File: src/rtl/subkey_h_powers_engine.sv
// GHASH subkey power engine: computes H^1..H^N over GF(2^128) (GCM
// polynomial, reflected bit order) with a digit-serial multiplier that
// consumes NB_STEP bits of the multiplier operand per enabled cycle.
// Each power is written to its own bus slot with a per-slot valid flag.
module subkey_h_powers_engine #(
  parameter int NB_DATA   = 128,
  parameter int MAX_POWER = 8,
  parameter int NB_SEL    = 4,
  parameter int NB_STEP   = 1
) (
  input  logic                           i_clock,
  input  logic                           i_reset_n,
  input  logic                           i_valid,
  input  logic                           i_trigger,
  input  logic                           i_abort,
  input  logic [NB_SEL-1:0]              i_num_powers,
  input  logic [NB_DATA-1:0]             i_subkey_h,
  output logic [MAX_POWER*NB_DATA-1:0]   o_h_power_bus,
  output logic [MAX_POWER-1:0]           o_h_power_valid,
  output logic                           o_busy,
  output logic                           o_powers_ready
);

  // Cycles per product and the iteration counter width (at least one bit).
  localparam int P       = NB_DATA / NB_STEP;
  localparam int NB_ITER = (P > 1) ? $clog2(P) : 1;
  localparam logic [NB_ITER-1:0] ITER_LAST = NB_ITER'(P - 1);
  // Reduction constant: x^0 + x^1 + x^2 + x^7 in reflected order.
  localparam logic [NB_DATA-1:0] R_POLY = {8'hE1, {(NB_DATA-8){1'b0}}};

  // Reject configurations the field arithmetic cannot support.
  if (NB_DATA != 128) begin : g_bad_width
    $error("subkey_h_powers_engine: NB_DATA must be 128");
  end
  if ((NB_STEP < 1) || (NB_DATA % NB_STEP != 0)) begin : g_bad_step
    $error("subkey_h_powers_engine: NB_STEP must divide NB_DATA");
  end
  if ((MAX_POWER < 1) || ((1 << NB_SEL) <= MAX_POWER)) begin : g_bad_sel
    $error("subkey_h_powers_engine: need MAX_POWER >= 1 and 2^NB_SEL > MAX_POWER");
  end

  typedef enum logic [1:0] {
    S_IDLE,
    S_MULT,
    S_DONE
  } state_e;

  state_e               state_q;
  logic [NB_DATA-1:0]   h_q;
  logic [NB_DATA-1:0]   v_q;
  logic [NB_DATA-1:0]   y_q;
  logic [NB_DATA-1:0]   z_q;
  logic [NB_DATA-1:0]   v_d;
  logic [NB_DATA-1:0]   z_d;
  logic [NB_SEL-1:0]    k_q;
  logic [NB_SEL-1:0]    n_q;
  logic [NB_SEL-1:0]    n_clamp;
  logic [NB_ITER-1:0]   iter_q;
  logic [NB_DATA-1:0]   slot_q [MAX_POWER];
  logic [MAX_POWER-1:0] valid_q;
  logic                 busy_q;
  logic                 ready_q;

  // Clamp the requested power count into 1..MAX_POWER.
  always_comb begin
    // NOTE: a default assignment first keeps every path driven, so no latch is inferred.
    n_clamp = i_num_powers;
    if (i_num_powers == '0) begin
      n_clamp = NB_SEL'(1);
    end else if (i_num_powers > NB_SEL'(MAX_POWER)) begin
      n_clamp = NB_SEL'(MAX_POWER);
    end
  end

  // One digit of the shift-and-add multiply: consume NB_STEP bits of Y, x^0 first.
  always_comb begin
    z_d = z_q;
    v_d = v_q;
    for (int j = 0; j < NB_STEP; j++) begin
      // NOTE: blocking assignments here chain the NB_STEP sub-steps within one cycle.
      if (y_q[NB_DATA-1-j]) begin
        z_d = z_d ^ v_d;
      end
      v_d = v_d[0] ? ((v_d >> 1) ^ R_POLY) : (v_d >> 1);
    end
  end

  // Control FSM, multiplier datapath registers and the result slots.
  always_ff @(posedge i_clock or negedge i_reset_n) begin
    if (!i_reset_n) begin
      state_q <= S_IDLE;
      h_q     <= '0;
      v_q     <= '0;
      y_q     <= '0;
      z_q     <= '0;
      k_q     <= '0;
      n_q     <= '0;
      iter_q  <= '0;
      // NOTE: the slots are visible outputs that must read zero after reset, so unlike a plain storage array they are reset.
      for (int s = 0; s < MAX_POWER; s++) begin
        slot_q[s] <= '0;
      end
      valid_q <= '0;
      busy_q  <= 1'b0;
      ready_q <= 1'b0;
    end else if (i_valid) begin
      if (i_trigger) begin
        // New key: H^1 is H itself, every other slot is stale.
        h_q <= i_subkey_h;
        n_q <= n_clamp;
        for (int s = 0; s < MAX_POWER; s++) begin
          slot_q[s] <= (s == 0) ? i_subkey_h : '0;
        end
        valid_q <= MAX_POWER'(1);
        v_q     <= i_subkey_h;
        y_q     <= i_subkey_h;
        z_q     <= '0;
        k_q     <= NB_SEL'(1);
        iter_q  <= '0;
        if (n_clamp == NB_SEL'(1)) begin
          state_q <= S_DONE;
          busy_q  <= 1'b0;
          ready_q <= 1'b1;
        end else begin
          state_q <= S_MULT;
          busy_q  <= 1'b1;
          ready_q <= 1'b0;
        end
      end else if (i_abort) begin
        // Completed slots stay; any partial product is simply abandoned.
        state_q <= S_IDLE;
        busy_q  <= 1'b0;
        ready_q <= 1'b0;
      end else if (state_q == S_MULT) begin
        if (iter_q == ITER_LAST) begin
          for (int s = 0; s < MAX_POWER; s++) begin
            if (k_q == NB_SEL'(s)) begin
              slot_q[s]  <= z_d;
              valid_q[s] <= 1'b1;
            end
          end
          if (k_q == n_q - NB_SEL'(1)) begin
            state_q <= S_DONE;
            busy_q  <= 1'b0;
            ready_q <= 1'b1;
          end else begin
            // Next power = previous power * H, started without a gap cycle.
            y_q    <= z_d;
            v_q    <= h_q;
            z_q    <= '0;
            k_q    <= k_q + NB_SEL'(1);
            iter_q <= '0;
          end
        end else begin
          z_q    <= z_d;
          v_q    <= v_d;
          y_q    <= y_q << NB_STEP;
          iter_q <= iter_q + NB_ITER'(1);
        end
      end
    end
  end

  // Slot k occupies bus bits [(k+1)*NB_DATA-1 -: NB_DATA].
  for (genvar g = 0; g < MAX_POWER; g++) begin : g_bus
    assign o_h_power_bus[(g+1)*NB_DATA-1 -: NB_DATA] = slot_q[g];
  end

  assign o_h_power_valid = valid_q;
  assign o_busy          = busy_q;
  assign o_powers_ready  = ready_q;

endmodule
File: config.mk
export PLATFORM = sky130hd
export DESIGN_NAME = subkey_h_powers_engine
export DESIGN_NICKNAME = d
export VERILOG_FILES = /design/src/rtl/subkey_h_powers_engine.sv
export SDC_FILE = /design/constraint.sdc
export NUM_CORES = 2
export LEC_CHECK = 0
export ABC_CLOCK_PERIOD_IN_PS = 2500
export CAP_MARGIN = 20
export CORE_AREA = 2 2 461 463
export CTS_CLUSTER_DIAMETER = 40
export DETAILED_ROUTE_END_ITERATION = 8
export DIE_AREA = 0 0 463 465
export PLACE_DENSITY = 0.55
export SLEW_MARGIN = 15
export SYNTH_ARGS = -nofsm -noshare
export SYNTH_HDL_FRONTEND = slang
export SYNTH_SLANG_ARGS = --single-unit
File: constraint.sdc
create_clock -name i_clock -period 2.5 [get_ports i_clock]
set_input_delay 0.5 -clock i_clock [delete_from_list [all_inputs] [get_ports i_clock]]
set_output_delay 0.5 -clock i_clock [all_outputs]
set_load 0.05 [all_outputs]
Word level (Yosys, flattened, before mapping) --
Cells that the tools add are included.
Word-level totals: input port bits 137, register bits after elaboration 1563, output and inout port bits 1034
Operators by class: muxes and demuxes 71, equal/unequal tests 14, add/subtract/negate cells 3, bitwise operators 2, reductions and logical operators 27, $lt $le $gt $ge 1
Operators by type and width (count):
- $mux 1024 | 4
- $mux 128 | 25
- $xor 128x128->128 | 1
- $reduce_and 5->1 | 9
- $mux 7 | 5
- $mux 8 | 4
- $mux 4 | 7
- $mux 1 | 20
- $reduce_bool 2->1 | 10
- $eq 4x3->1 const B | 4
- $mux 2 | 6
- $reduce_bool 3->1 | 3
- $eq 4x1->1 const B | 2
- $eq 4x2->1 const B | 2
- $logic_not 4->1 | 2
- $reduce_and 4->1 | 2
- $add 7x1->7 const B | 1
- $eq 7x7->1 const B | 1
- $add 4x1->4 const B | 1
- $eq 4x4->1 | 1
- $gt 4x4->1 const B | 1
- $ne 2x2->1 const B | 2
- $not 3->4 | 1
- $sub 4x1->4 const B | 1
- other kinds (3) | 3

Logic depth before layout (Yosys ltp) --
depth in word-level cells 7, gate-level depth with buffers 11

Least setup slack after synthesis --
Ideal clock, no wire load.
path type register to register, start point reg state_q[0], end point reg slot_q, in the netlist o_h_power_bus[530], arrival 2.133 ns, clock period less this slack 2.258 ns, slack 0.242 ns, stages on the path, launching flop included 8, setup time 0.125 ns, path through dfrtp_1 nor3b_1 o21a_1 buf_2 o21ai_0 clkbuf_1 buf_2 mux2_2
On the way: cells in the longest elaborated chain, start to end 3
RTL lines:
- start: declaration | RTL line 48 | state_e state_q;
- start signal: assignment | RTL line 91 | state_q <= S_IDLE;
- start signal: assignment | RTL line 121 | state_q <= S_DONE;
- start signal: assignment | RTL line 125 | state_q <= S_MULT;
- $eq 2x1->1 | RTL line 134 | end else if (state_q == S_MULT) begin
- $reduce_bool 2->1 (no line)
- $reduce_and 5->1 (no line)
- end signal: indexed assignment | RTL line 112 | slot_q[s] <= (s == 0) ? i_subkey_h : '0;
- end signal: indexed assignment | RTL line 138 | slot_q[s] <= z_d;
- end: declaration | RTL line 59 | logic [NB_DATA-1:0] slot_q [MAX_POWER];
No other way between the ends. A chain may end at the register's enable or synchronous reset.

Worst setup path in the final report --
start point reg slot_q, in the netlist o_h_power_bus[315], end point out o_h_power_bus[315]
RTL lines:
- end: declaration | RTL line 18 | output logic [MAX_POWER*NB_DATA-1:0] o_h_power_bus,
No word-level cell between the ends.

==> run_results.csv <==
group,metric,value,unit
run_status,status,"complete, no violations",
placed_design,port_buffers,1170,
sta,hold_ws,121,ps
floorplanning,core,0.211,mm²
logic_synthesis,syn_area,0.0651,mm²
power,power,96.9,mW
drt,drt_wl_total,241,mm
logic_synthesis,avgSynthCellArea,10.4,µm²
cts,clock_latency,930,ps
sta,relSlewSlack,46.4,%
critical_path,end_kind,"output port",
placed_design,placed_cell_area,0.0830,mm²
cts,cts_tree,"done",
logic_synthesis,synth_edf_count,0,
cts,clk_pin_slew,50,ps
floorplanning,start_util,30.9,%
grt,antenna_found_initial,31,
critical_path,worstSetupPathType,"reg2out",
sta,setup_viol,0,
cts,clock-sinks,1561,
floorplanning,die_x,463,µm
worst_hold_path,holdCritPathClass,"in2async",
critical_path,crit_required,2000,ps
drt,routedWlPerCell,22.4,µm
grt,grt_pass1_vias,54500,
drt,viasPerCell,5.04,
power,leakagePower,46.8,nW
critical_path,crit_path_max_fanout,2,
placed_design,place_ws,-134,ps
drt,num_vias,54200,
drt,first_pass_iters,7,
logic_synthesis,synthArstFlopShare,100,%
logic_synthesis,synth.area.top_cells,"dfrtp_1, o21ai_0, nand2_1",
placed_design,gp_congestion,0.812,
sta,fin_skew,84.8,ps
cts,htree_levels,5,
grt,grt_pass1_wl,363,mm
grt,grtUsageTotal,22.1,%
sta,fin_crit_sh,96.4,%
drt,drcViolationCount,0,
critical_path,cp-start-kind,"flop",
cts,clockBufferDepth,4,
placed_design,place_hpwl,173,mm
sta,setup_slack,89.1,ps
cts,cts_buffers,296,
critical_path,slowest_delay,630,ps
floorplanning,num_rows,169,
sta,maxSlewViolCount,0,
power,max-vdd-ir-drop,696,µV
logic_synthesis,synth_seq_cells,1561,
critical_path,crit_chain,"clkdlybuf4s15_1",
logic_synthesis,ys_seq_area_share,60.0,%
critical_path,critical-path-top-delay-family,"buffers and inverters",
logic_synthesis,synth_area_leader_cell,"dfrtp_1",
power,powerDensity,1050,mW/mm²
grt,grt-ovfl-total,0,
logic_synthesis,yosysWarningCount,0,
sta,rsz0062_at_grt,"no",
sta,hold_viol,0,
cts,cts_root_buf,"clkbuf_16",
drt,drtAntennaViolNets,0,
logic_synthesis,synth.top_cell.area_share,60.0,%
grt,grt_start_max_net_pins,126,
finish,final_cell_area,0.0924,mm²
critical_path,path_buf_inv,1,
logic_synthesis,synthFlopType,"dfrtp_1",
finish,nNetsFinal,7865,
sta,min_period,2410,ps
critical_path,cp.arrival,1910,ps
job,drv_cap,0,
finish,syn2layout_area_growth,41.9,%
logic_synthesis,synth_nets,6426,
drt,drt_iter0_drc,4191,
critical_path,crit_path_top_delay_cell,"clkdlybuf4s15_1",
sta,timing.fmax,415,MHz
floorplanning,dieArea,0.215,mm²
floorplanning,die_h,465,µm
logic_synthesis,ys_types,52,
floorplanning,io_pins,1171,
logic_synthesis,synthCells,6283,
finish,drive_gt1_share,15.8,%
sta,worst_pin_slew,795,ps
final cells by class:
| cell class | instances | area [µm²] |
|---|---|---|
| Antenna cell | 9 | 22.5 |
| Clock buffer | 357 | 7950 |
| Clock inverter | 158 | 2030 |
| Fill cell | 20300 | 118000 |
| Inverter | 125 | 477 |
| Multi-Input combinational cell | 4101 | 23500 |
| Sequential cell | 1561 | 39100 |
| Tap cell | 2821 | 3530 |
| Timing Repair Buffer | 1637 | 15800 |
through the flow:
stage	utilization, %	instances	setup TNS (ps)
2_1_floorplan	-	6283	0
3_3_place_gp	39.4	10200	-9420
3_5_place_dp	39.4	10200	-17110
4_1_cts	43.8	10800	0
5_1_grt	43.8	10800	0
6_report	43.8	10800	0
sequential cells by signal, summed over array words and instances (netlist names):
signal,flops
v_q,128
y_q,128
h_q,128
n_q,4
o_h_power_bus,1024
o_powers_ready,1
o_h_power_valid,8
state_q,1
z_q,128
k_q,4
iter_q,7
what timing repair did:
action | in CTS | in global routing
endpoints found under the hold margin | 417 | 0
gates resized for setup | 1082 | 3
cloned | 12 | 0
setup endpoints to repair | 1185 | 119
setup buffers | 7 | 0
pin swaps | 3 | 1
hold buffers | 1 | 0
report_power, final:
| part | internal [mW] | switching [mW] | total (mW) |
|---|---|---|---|
| Sequential | 29.5 | 2.60 | 32.1 |
| Clock | 26.4 | 13.7 | 40.1 |
| Combinational | 6.86 | 17.9 | 24.7 |
| Total | 62.7 | 34.2 | 96.9 |
cells in the final DEF, fill, tap and decap left out, types with 15 or more instances in the layout:
cell type	instances
buf_4	343
clkdlybuf4s50_1	134
dfrtp_1	1559
clkinv_2	43
dlygate4sd2_1	1000
clkinvlp_4	28
a21oi_1	252
o21ai_1	35
clkbuf_8	27
o21ai_0	1118
and3b_1	127
mux2_2	257
inv_1	123
bufinv_16	36
clkinv_4	28
a222oi_1	125
inv_6	15
o21a_1	129
clkbuf_1	32
a21boi_0	127
a221oi_1	114
clkbuf_16	298
a21o_1	116
o31ai_1	129
buf_12	103
nand2_1	1455
Yosys cell counts, types with 15 or more instances:
cell type and n:
dfrtp_1 1561, nand2_1 1459, o21ai_0 1121, clkbuf_1 378, mux2_2 257, a21oi_1 252, o21a_1 130, o31ai_1 129
a21boi_0 127, and3b_1 127, a222oi_1 125, inv_1 125, a21o_1 116, a221oi_1 114, buf_4 60, o21ai_1 38
buf_2 33, buf_1 19, nor2_1 15
layer usage:
metal  up-vias  wire (µm)  global-route usage [%]
met5         -        128                       0
met4        18       7640                    7.48
met3       373      17200                    6.23
met2      1757     116000                    36.4
met1     27000     101000                    27.8
li1      25100          -                       -
kinds of logic (layout without fill, tap and decap cells):
kind of cell	count (synthesis)	in the layout	synth area share, %
AO/OA/AOI/OAI	2184	2184	20.5
XOR/XNOR	10	10	0.156
adder cells (fa/ha/maj)	6	6	0.115
buffers and inverters	621	2277	4.06
flip-flops	1561	1561	60.0
multiplexers	270	270	4.65
other	0	9	0
AND/OR/NAND/NOR	1631	1631	10.5
worst paths after layout:
path                                    start            endpoint  slack [ps]  cells after the start
min reg2reg                o_h_power_bus[290]  o_h_power_bus[290]         470                      2
max                        o_h_power_bus[315]  o_h_power_bus[315]          90                      1
min                                 i_reset_n  o_h_power_bus[673]         120                      2
max in group asynchronous           i_reset_n             y_q[60]        1270                      3
max reg2reg                            n_q[0]             v_q[25]         140                     11
min in group i_clock                i_trigger   o_h_power_bus[15]         210                      4
(Power assumes the default switching activity.)
